File: src/rtl/e_pipe_reg_pkg.sv
// Shared opcode map and E-stage control bundle for the D/E pipeline register.
// Used by e_pipe_reg and its load-use detector.
package e_pipe_reg_pkg;

    localparam logic [6:0] OP_LOAD   = 7'b0000011;
    localparam logic [6:0] OP_STORE  = 7'b0100011;
    localparam logic [6:0] OP_BRANCH = 7'b1100011;
    localparam logic [6:0] OP_JAL    = 7'b1101111;
    localparam logic [6:0] OP_JALR   = 7'b1100111;
    localparam logic [6:0] OP_R      = 7'b0110011;
    localparam logic [6:0] OP_IMM    = 7'b0010011;
    localparam logic [6:0] OP_LUI    = 7'b0110111;
    localparam logic [6:0] OP_AUIPC  = 7'b0010111;
    localparam logic [6:0] OP_BUBBLE = 7'b0000000;

    typedef struct packed {
        logic       valid;
        logic [6:0] opcode;
        logic [4:0] rd;
        logic [2:0] funct3;
        logic [6:0] funct7;
    } ex_ctrl_t;

    // A bubble never writes a register: rd=0 and a non-writing opcode.
    function automatic ex_ctrl_t bubble_ctrl(input logic [6:0] op);
        ex_ctrl_t c;
        c        = '0;
        c.opcode = op;
        return c;
    endfunction

endpackage

File: src/rtl/e_pipe_reg_ld_use.sv
// Load-use hazard detector: decodes which sources D reads and compares
// them against a load sitting in E. Also reused by the F/D hold logic.
module e_pipe_reg_ld_use
    import e_pipe_reg_pkg::*;
(
    input  logic       d_valid_i,
    input  logic [6:0] d_opcode_i,
    input  logic [4:0] d_rs1_i,
    input  logic [4:0] d_rs2_i,
    input  logic       e_valid_i,
    input  logic [6:0] e_opcode_i,
    input  logic [4:0] e_rd_i,
    input  logic       e_flush_i,
    output logic       ld_use_stall_o
);

    logic uses_rs1;
    logic uses_rs2;
    logic e_is_load;
    logic hit;

    // Source-register usage by opcode; unknown opcodes read nothing.
    always_comb begin
        uses_rs1 = 1'b0;
        uses_rs2 = 1'b0;
        case (d_opcode_i)
            OP_JALR, OP_LOAD, OP_IMM: uses_rs1 = 1'b1;
            OP_BRANCH, OP_STORE, OP_R: begin
                uses_rs1 = 1'b1;
                uses_rs2 = 1'b1;
            end
            default: ;
        endcase
    end

    // A flushed D instruction is discarded, so it can never stall.
    always_comb begin
        e_is_load = e_valid_i && (e_opcode_i == OP_LOAD) && (e_rd_i != 5'd0);
        hit = (uses_rs1 && (d_rs1_i == e_rd_i)) ||
              (uses_rs2 && (d_rs2_i == e_rd_i));
        ld_use_stall_o = d_valid_i && e_is_load && hit && !e_flush_i;
    end

endmodule

File: src/rtl/e_pipe_reg.sv
// Decode-to-execute pipeline register with load-use bubble, flush and hold.
// Optional perf counters are built when E_PIPE_PERF_CNT_EN is defined.
module e_pipe_reg
    import e_pipe_reg_pkg::*;
#(
    parameter int         XLEN      = 32,
    parameter logic [6:0] BUBBLE_OP = OP_BUBBLE
) (
    input  logic            clk_i,
    input  logic            rst_n_i,
    input  logic            d_valid_i,
    input  logic [6:0]      d_opcode_i,
    input  logic [4:0]      d_rd_i,
    input  logic [4:0]      d_rs1_i,
    input  logic [4:0]      d_rs2_i,
    input  logic [2:0]      d_funct3_i,
    input  logic [6:0]      d_funct7_i,
    input  logic [XLEN-1:0] d_imm_i,
    input  logic [XLEN-1:0] d_pc_i,
    input  logic [XLEN-1:0] d_default_pc_i,
    input  logic [XLEN-1:0] d_fwd_val1_i,
    input  logic [XLEN-1:0] d_fwd_val2_i,
    input  logic            e_flush_i,
    input  logic            m_stall_i,
    output logic            E_valid_o,
    output logic [6:0]      E_opcode_o,
    output logic [4:0]      E_rd_o,
    output logic [2:0]      E_funct3_o,
    output logic [6:0]      E_funct7_o,
    output logic [XLEN-1:0] E_imm_o,
    output logic [XLEN-1:0] E_pc_o,
    output logic [XLEN-1:0] E_default_pc_o,
    output logic [XLEN-1:0] E_valA_o,
    output logic [XLEN-1:0] E_valB_o,
    output logic            ld_use_stall_o
`ifdef E_PIPE_PERF_CNT_EN
    ,
    output logic [31:0]     perf_bubble_cnt_o,
    output logic [31:0]     perf_flush_cnt_o
`endif
);

    ex_ctrl_t        e_ctrl;
    logic [XLEN-1:0] e_imm;
    logic [XLEN-1:0] e_pc;
    logic [XLEN-1:0] e_dpc;
    logic [XLEN-1:0] e_va;
    logic [XLEN-1:0] e_vb;
    logic            load_bubble;

    e_pipe_reg_ld_use u_ld_use (
        .d_valid_i      (d_valid_i),
        .d_opcode_i     (d_opcode_i),
        .d_rs1_i        (d_rs1_i),
        .d_rs2_i        (d_rs2_i),
        .e_valid_i      (e_ctrl.valid),
        .e_opcode_i     (e_ctrl.opcode),
        .e_rd_i         (e_ctrl.rd),
        .e_flush_i      (e_flush_i),
        .ld_use_stall_o (ld_use_stall_o)
    );

    assign load_bubble = e_flush_i || ld_use_stall_o || !d_valid_i;

    // E register: memory stall holds, else bubble or capture D.
    always_ff @(posedge clk_i or negedge rst_n_i) begin
        if (!rst_n_i) begin
            e_ctrl <= bubble_ctrl(BUBBLE_OP);
            e_imm  <= '0;
            e_pc   <= '0;
            e_dpc  <= '0;
            e_va   <= '0;
            e_vb   <= '0;
        end else if (!m_stall_i) begin
            if (load_bubble) begin
                e_ctrl <= bubble_ctrl(BUBBLE_OP);
                e_imm  <= '0;
                e_pc   <= '0;
                e_dpc  <= '0;
                e_va   <= '0;
                e_vb   <= '0;
            end else begin
                e_ctrl <= '{valid:  1'b1,
                            opcode: d_opcode_i,
                            rd:     d_rd_i,
                            funct3: d_funct3_i,
                            funct7: d_funct7_i};
                e_imm  <= d_imm_i;
                e_pc   <= d_pc_i;
                e_dpc  <= d_default_pc_i;
                e_va   <= d_fwd_val1_i;
                e_vb   <= d_fwd_val2_i;
            end
        end
    end

    assign E_valid_o      = e_ctrl.valid;
    assign E_opcode_o     = e_ctrl.opcode;
    assign E_rd_o         = e_ctrl.rd;
    assign E_funct3_o     = e_ctrl.funct3;
    assign E_funct7_o     = e_ctrl.funct7;
    assign E_imm_o        = e_imm;
    assign E_pc_o         = e_pc;
    assign E_default_pc_o = e_dpc;
    assign E_valA_o       = e_va;
    assign E_valB_o       = e_vb;

`ifdef E_PIPE_PERF_CNT_EN
    // Count inserted load-use bubbles and flushes; frozen during m_stall.
    always_ff @(posedge clk_i or negedge rst_n_i) begin
        if (!rst_n_i) begin
            perf_bubble_cnt_o <= '0;
            perf_flush_cnt_o  <= '0;
        end else if (!m_stall_i) begin
            if (e_flush_i)
                perf_flush_cnt_o <= perf_flush_cnt_o + 32'd1;
            else if (ld_use_stall_o)
                perf_bubble_cnt_o <= perf_bubble_cnt_o + 32'd1;
        end
    end
`else
    // Counters not built in this configuration.
`endif

endmodule

File: config.mk
export PLATFORM = sky130hd
export DESIGN_NAME = e_pipe_reg
export DESIGN_NICKNAME = d
export VERILOG_FILES = /design/src/rtl/e_pipe_reg_pkg.sv /design/src/rtl/e_pipe_reg_ld_use.sv /design/src/rtl/e_pipe_reg.sv
export SDC_FILE = /design/constraint.sdc
export NUM_CORES = 1
export LEC_CHECK = 0
export BUFFER_PORTS_ARGS = -buffer_cell sky130_fd_sc_hd__buf_2
export CAP_MARGIN = 15
export CORE_AREA = 2 2 149 151
export DETAILED_ROUTE_END_ITERATION = 8
export DIE_AREA = 0 0 151 153
export PLACE_DENSITY = 0.75
export SETUP_SLACK_MARGIN = 0.3
export SKIP_LAST_GASP = 1
export SYNTH_ARGS = -nofsm -noshare
export SYNTH_HDL_FRONTEND = slang
export SYNTH_HIERARCHICAL = 1
export SYNTH_SLANG_ARGS = --single-unit
File: constraint.sdc
create_clock -name clk_i -period 2.7 [get_ports clk_i]
set_input_delay 0.27 -clock clk_i [delete_from_list [all_inputs] [get_ports clk_i]]
set_output_delay 0.27 -clock clk_i [all_outputs]
set_load 0.02 [all_outputs]
==> summary.json <==
{
  "status": "completed",
  "cp-end-kind": "output pin",
  "gpl.final_weighted_congestion": 0.817,
  "power_frac_seq_pct": 45.3,
  "antenna_found_initial": 3,
  "die_x_um": 151,
  "regToRegStartpoint": "E_rd_o[1]$_DFFE_PN0N_",
  "post_drt_wl_per_cell_um": 15.2,
  "cp_top_family": "compound AO/OA/AOI/OAI gates",
  "estimated_wirelength_of_the_detail_placed_design_um": 15800,
  "maxClockFrequency_mhz": 445,
  "synth_warn": 6,
  "power.density_nw_per_um2": 579,
  "clock_net_sink_count": 183,
  "min_path_cells": 3,
  "antenna_left": 0,
  "ys_ff_latch": 183,
  "min_from": "d_fwd_val2_i[7]",
  "syn_nets": 1014,
  "worst_path_max_delay_cell": "dfrtp_2",
  "power_report.internal_total_w": 0.00472,
  "dr_total_vias": 6883,
  "max_cap_viol_count": 0,
  "port_buffers": 380,
  "grt_first_pass_wirelength_um": 34600,
  "power_w": 0.00657,
  "power.share.clock_pct": 38.2,
  "rows": 54,
  "nets": 1374,
  "min_period_over_period_pct": 83.3,
  "dr.pass1.iters": 4,
  "globalRoute.totalOverflow": 0,
  "timing.critical_path.cells": "xor2_1 -> a2111oi_2 -> nand4_1 -> a221oi_2 -> buf_4",
  "chipHeight_um": 153,
  "route.detailed.vias_per_inst": 4.68,
  "reg2regPathDepth": 8,
  "routed-wl-met2_um": 10700,
  "io-pin-count": 381,
  "post_route_drc": 0,
  "finalCriticalPeriod_ns": 2.25,
  "timing.final.hold_violations": 0,
  "grt_pass1_vias": 6736,
  "clock_pin_slew_on_the_worst_setup_and_hold_paths_ns": 0.07,
  "numCtsBuffers": 17,
  "cts_tree": "built",
  "clockBufferDepth": 2,
  "number_of_h_tree_levels": 4,
  "synth_cell_type_count": 23,
  "tightest_hold_margin_ns": 0.0828,
  "top_layer": "met5",
  "worstHoldPathType": "input pin to flip-flop",
  "worst-setup-path-type": "flip-flop to output pin",
  "power.net_switching_w": 0.00185,
  "syn_avg_cell_area_um2": 10.4,
  "clock_tree.root_cell": "clkbuf_16",
  "coreArea_um2": 21500,
  "clock_insertion_delay_at_the_later_pin_of_the_skew_report_ns": 0.42,
  "worstMarginPinSlew_ns": 0.525,
  "timing.critical_path.arrival_ns": 1.98,
  "drt_first_iter_violations": 301,
  "synth_area_um2": 8520,
  "leakage_nw": 5.86,
  "totalNegativeSetupSlack_ns": 0,
  "floorplan.initialDensity_pct": 39.7,
  "place_ws_ns": 0.295,
  "setup_viol": 0,
  "max-slew-margin-rel_pct": 65.0,
  "worst_reg2reg_setup_slack_ns": 0.46,
  "sw_frac_of_total_pct": 28.2,
  "met3_wirelength_um": 1790,
  "fp.dieArea_um2": 23100,
  "timing.final.ws_setup_ns": 0.452,
  "timing.critical_path.required_ns": 2.43,
  "drt_wl_total_um": 22400,
  "area_growth_synth_to_finish_pct": 33.3,
  "routedLengthMet1_um": 9310,
  "pin_count_of_the_biggest_net_entering_global_routing": 95,
  "crit_path_max_incr_delay_ns": 0.44,
  "critical_path_buf_inv_count": 1,
  "skew_ns": 0.0127,
  "timing.hold.worst_endpoint": "E_valB_o[7]$_DFFE_PN0N_",
  "synth_sequential_area_ratio_pct": 53.7,
  "layout-drive-gt1-share_pct": 49.9,
  "critPathLaunchType": "flip-flop",
  "critPathMaxFanout": 5,
  "irDropWorstVdd_uv": 392,
  "timing_max_transition_violations_final": 0,
  "grt_setup_unrepaired": "no",
  "comb_power_share_pct": 16.5,
  "track_usage_pct": 18.8,
  "worstReg2RegEnd": "E_opcode_o[6]$_DFFE_PN0N_",
  "postSynthCellCount": 817
}
tightest hold or removal path: stages:
cell and delay, ns:
buf_2 0.09, nand2b_1 0.06, o21ai_1 0.05
power by group through the flow:
stage / sequential [W] / clock, W / combinational (W)
global placement: 0.00302 / 0 / 0.00106
CTS: 0.00298 / 0.00258 / 0.00108
global route: 0.00300 / 0.00272 / 0.00118
floorplan: 0.00322 / 0 / 0.000431
finish: 0.00298 / 0.00251 / 0.00108
detailed placement: 0.00303 / 0 / 0.00107
Yosys cell counts (all sizes together):
cell type / instances / area (um^2)
a2111oi: 2 / 23.8
a221oi: 1 / 15.0
buf: 42 / 338
clkbuf: 18 / 67.6
dfrtp: 183 / 4580
inv: 2 / 7.51
nand2: 184 / 691
nand2b: 182 / 1140
nand4: 2 / 12.5
nand4b: 1 / 8.76
nor2: 1 / 3.75
nor3: 1 / 5.00
nor4: 2 / 12.5
nor4b: 1 / 8.76
o21ai: 184 / 1510
or3b: 1 / 11.3
xnor2: 2 / 17.5
xor2: 8 / 70.1
worst max path at each step:
stage                                     start                        endpoint  cells after the start
after floorplan           E_rd_o[1]$_DFFE_PN0N_   E_default_pc_o[0]$_DFFE_PN0N_                      8
after global placement    E_rd_o[1]$_DFFE_PN0N_  E_default_pc_o[31]$_DFFE_PN0N_                      7
after detailed placement  E_rd_o[1]$_DFFE_PN0N_  E_default_pc_o[31]$_DFFE_PN0N_                      7
after CTS                 E_rd_o[0]$_DFFE_PN0N_         E_imm_o[15]$_DFFE_PN0N_                      8
after global routing      E_rd_o[1]$_DFFE_PN0N_                  ld_use_stall_o                      5
final                     E_rd_o[1]$_DFFE_PN0N_                  ld_use_stall_o                      5
metal layers:
layer	GRT usage, %	vias up
met1	23.3	3207
met4	7.21	2
li1	-	3384
met3	6.21	41
met2	30.5	249
met5	0	-
placed cells by master (no fill, tap or decap), types with 2 or more instances in the layout:
cell        count
xor2_1          8
o21ai_0        14
xnor2_1         2
o21ai_2       158
a2111oi_2       2
buf_12          9
nand2b_1      182
bufinv_16       2
clkbuf_16      19
dfrtp_1       182
buf_16          3
inv_1           2
clkinvlp_4      2
buf_4           6
buf_2         377
inv_6           4
nand4_1         2
clkbuf_8        3
diode_2         2
clkinv_4        3
o21ai_1        12
nor4_1          2
nand2_1       184
layout make-up:
class                      instances  area (um^2)
antenna                            2         5.00
sequential                       183         4580
multi-input combinational        572         3540
fill                            1964        10100
clock inverter                    12          141
timing repair buffer             401         2290
tap                              280          350
clock buffer                      19          443
inverter                           2         7.51
stage by stage:
step           instances  area, um^2  util (%)
2_1_floorplan        817        8520         -
3_3_place_gp        1433       10600      49.6
3_5_place_dp        1433       10600      49.6
4_1_cts             1465       11200      52.4
5_1_grt             1469       11400      52.8
6_report            1471       11400      52.9
state kept, by name, indices dropped and copies added, names as in the netlist:
name            cells
E_pc_o             32
E_opcode_o          7
E_funct3_o          3
E_valB_o           32
E_valA_o           32
E_valid_o           1
E_default_pc_o     32
E_funct7_o          7
E_rd_o              5
E_imm_o            32
cell families (layout without fill, tap and decap cells):
| logic type | after synthesis | after routing | synth area share (%) |
|---|---|---|---|
| xor+xnor | 10 | 10 | 1.03 |
| other cells | 0 | 2 | 0 |
| buf+inv | 62 | 434 | 4.84 |
| simple gates | 375 | 375 | 22.2 |
| compound gates | 187 | 187 | 18.2 |
| flops | 183 | 183 | 53.7 |
timing repair:
item | 4_1_cts | 5_1_grt
pin swaps | 0 | 2
gates resized for setup | 1 | 7
setup endpoints to repair | 1 | 160
buffers inserted | 0 | 2
cloned | 0 | 2
hold endpoints to repair | 50 | 0
hold buffers | 1 | 0
No activity file was read; power rests on OpenSTA's default activity.
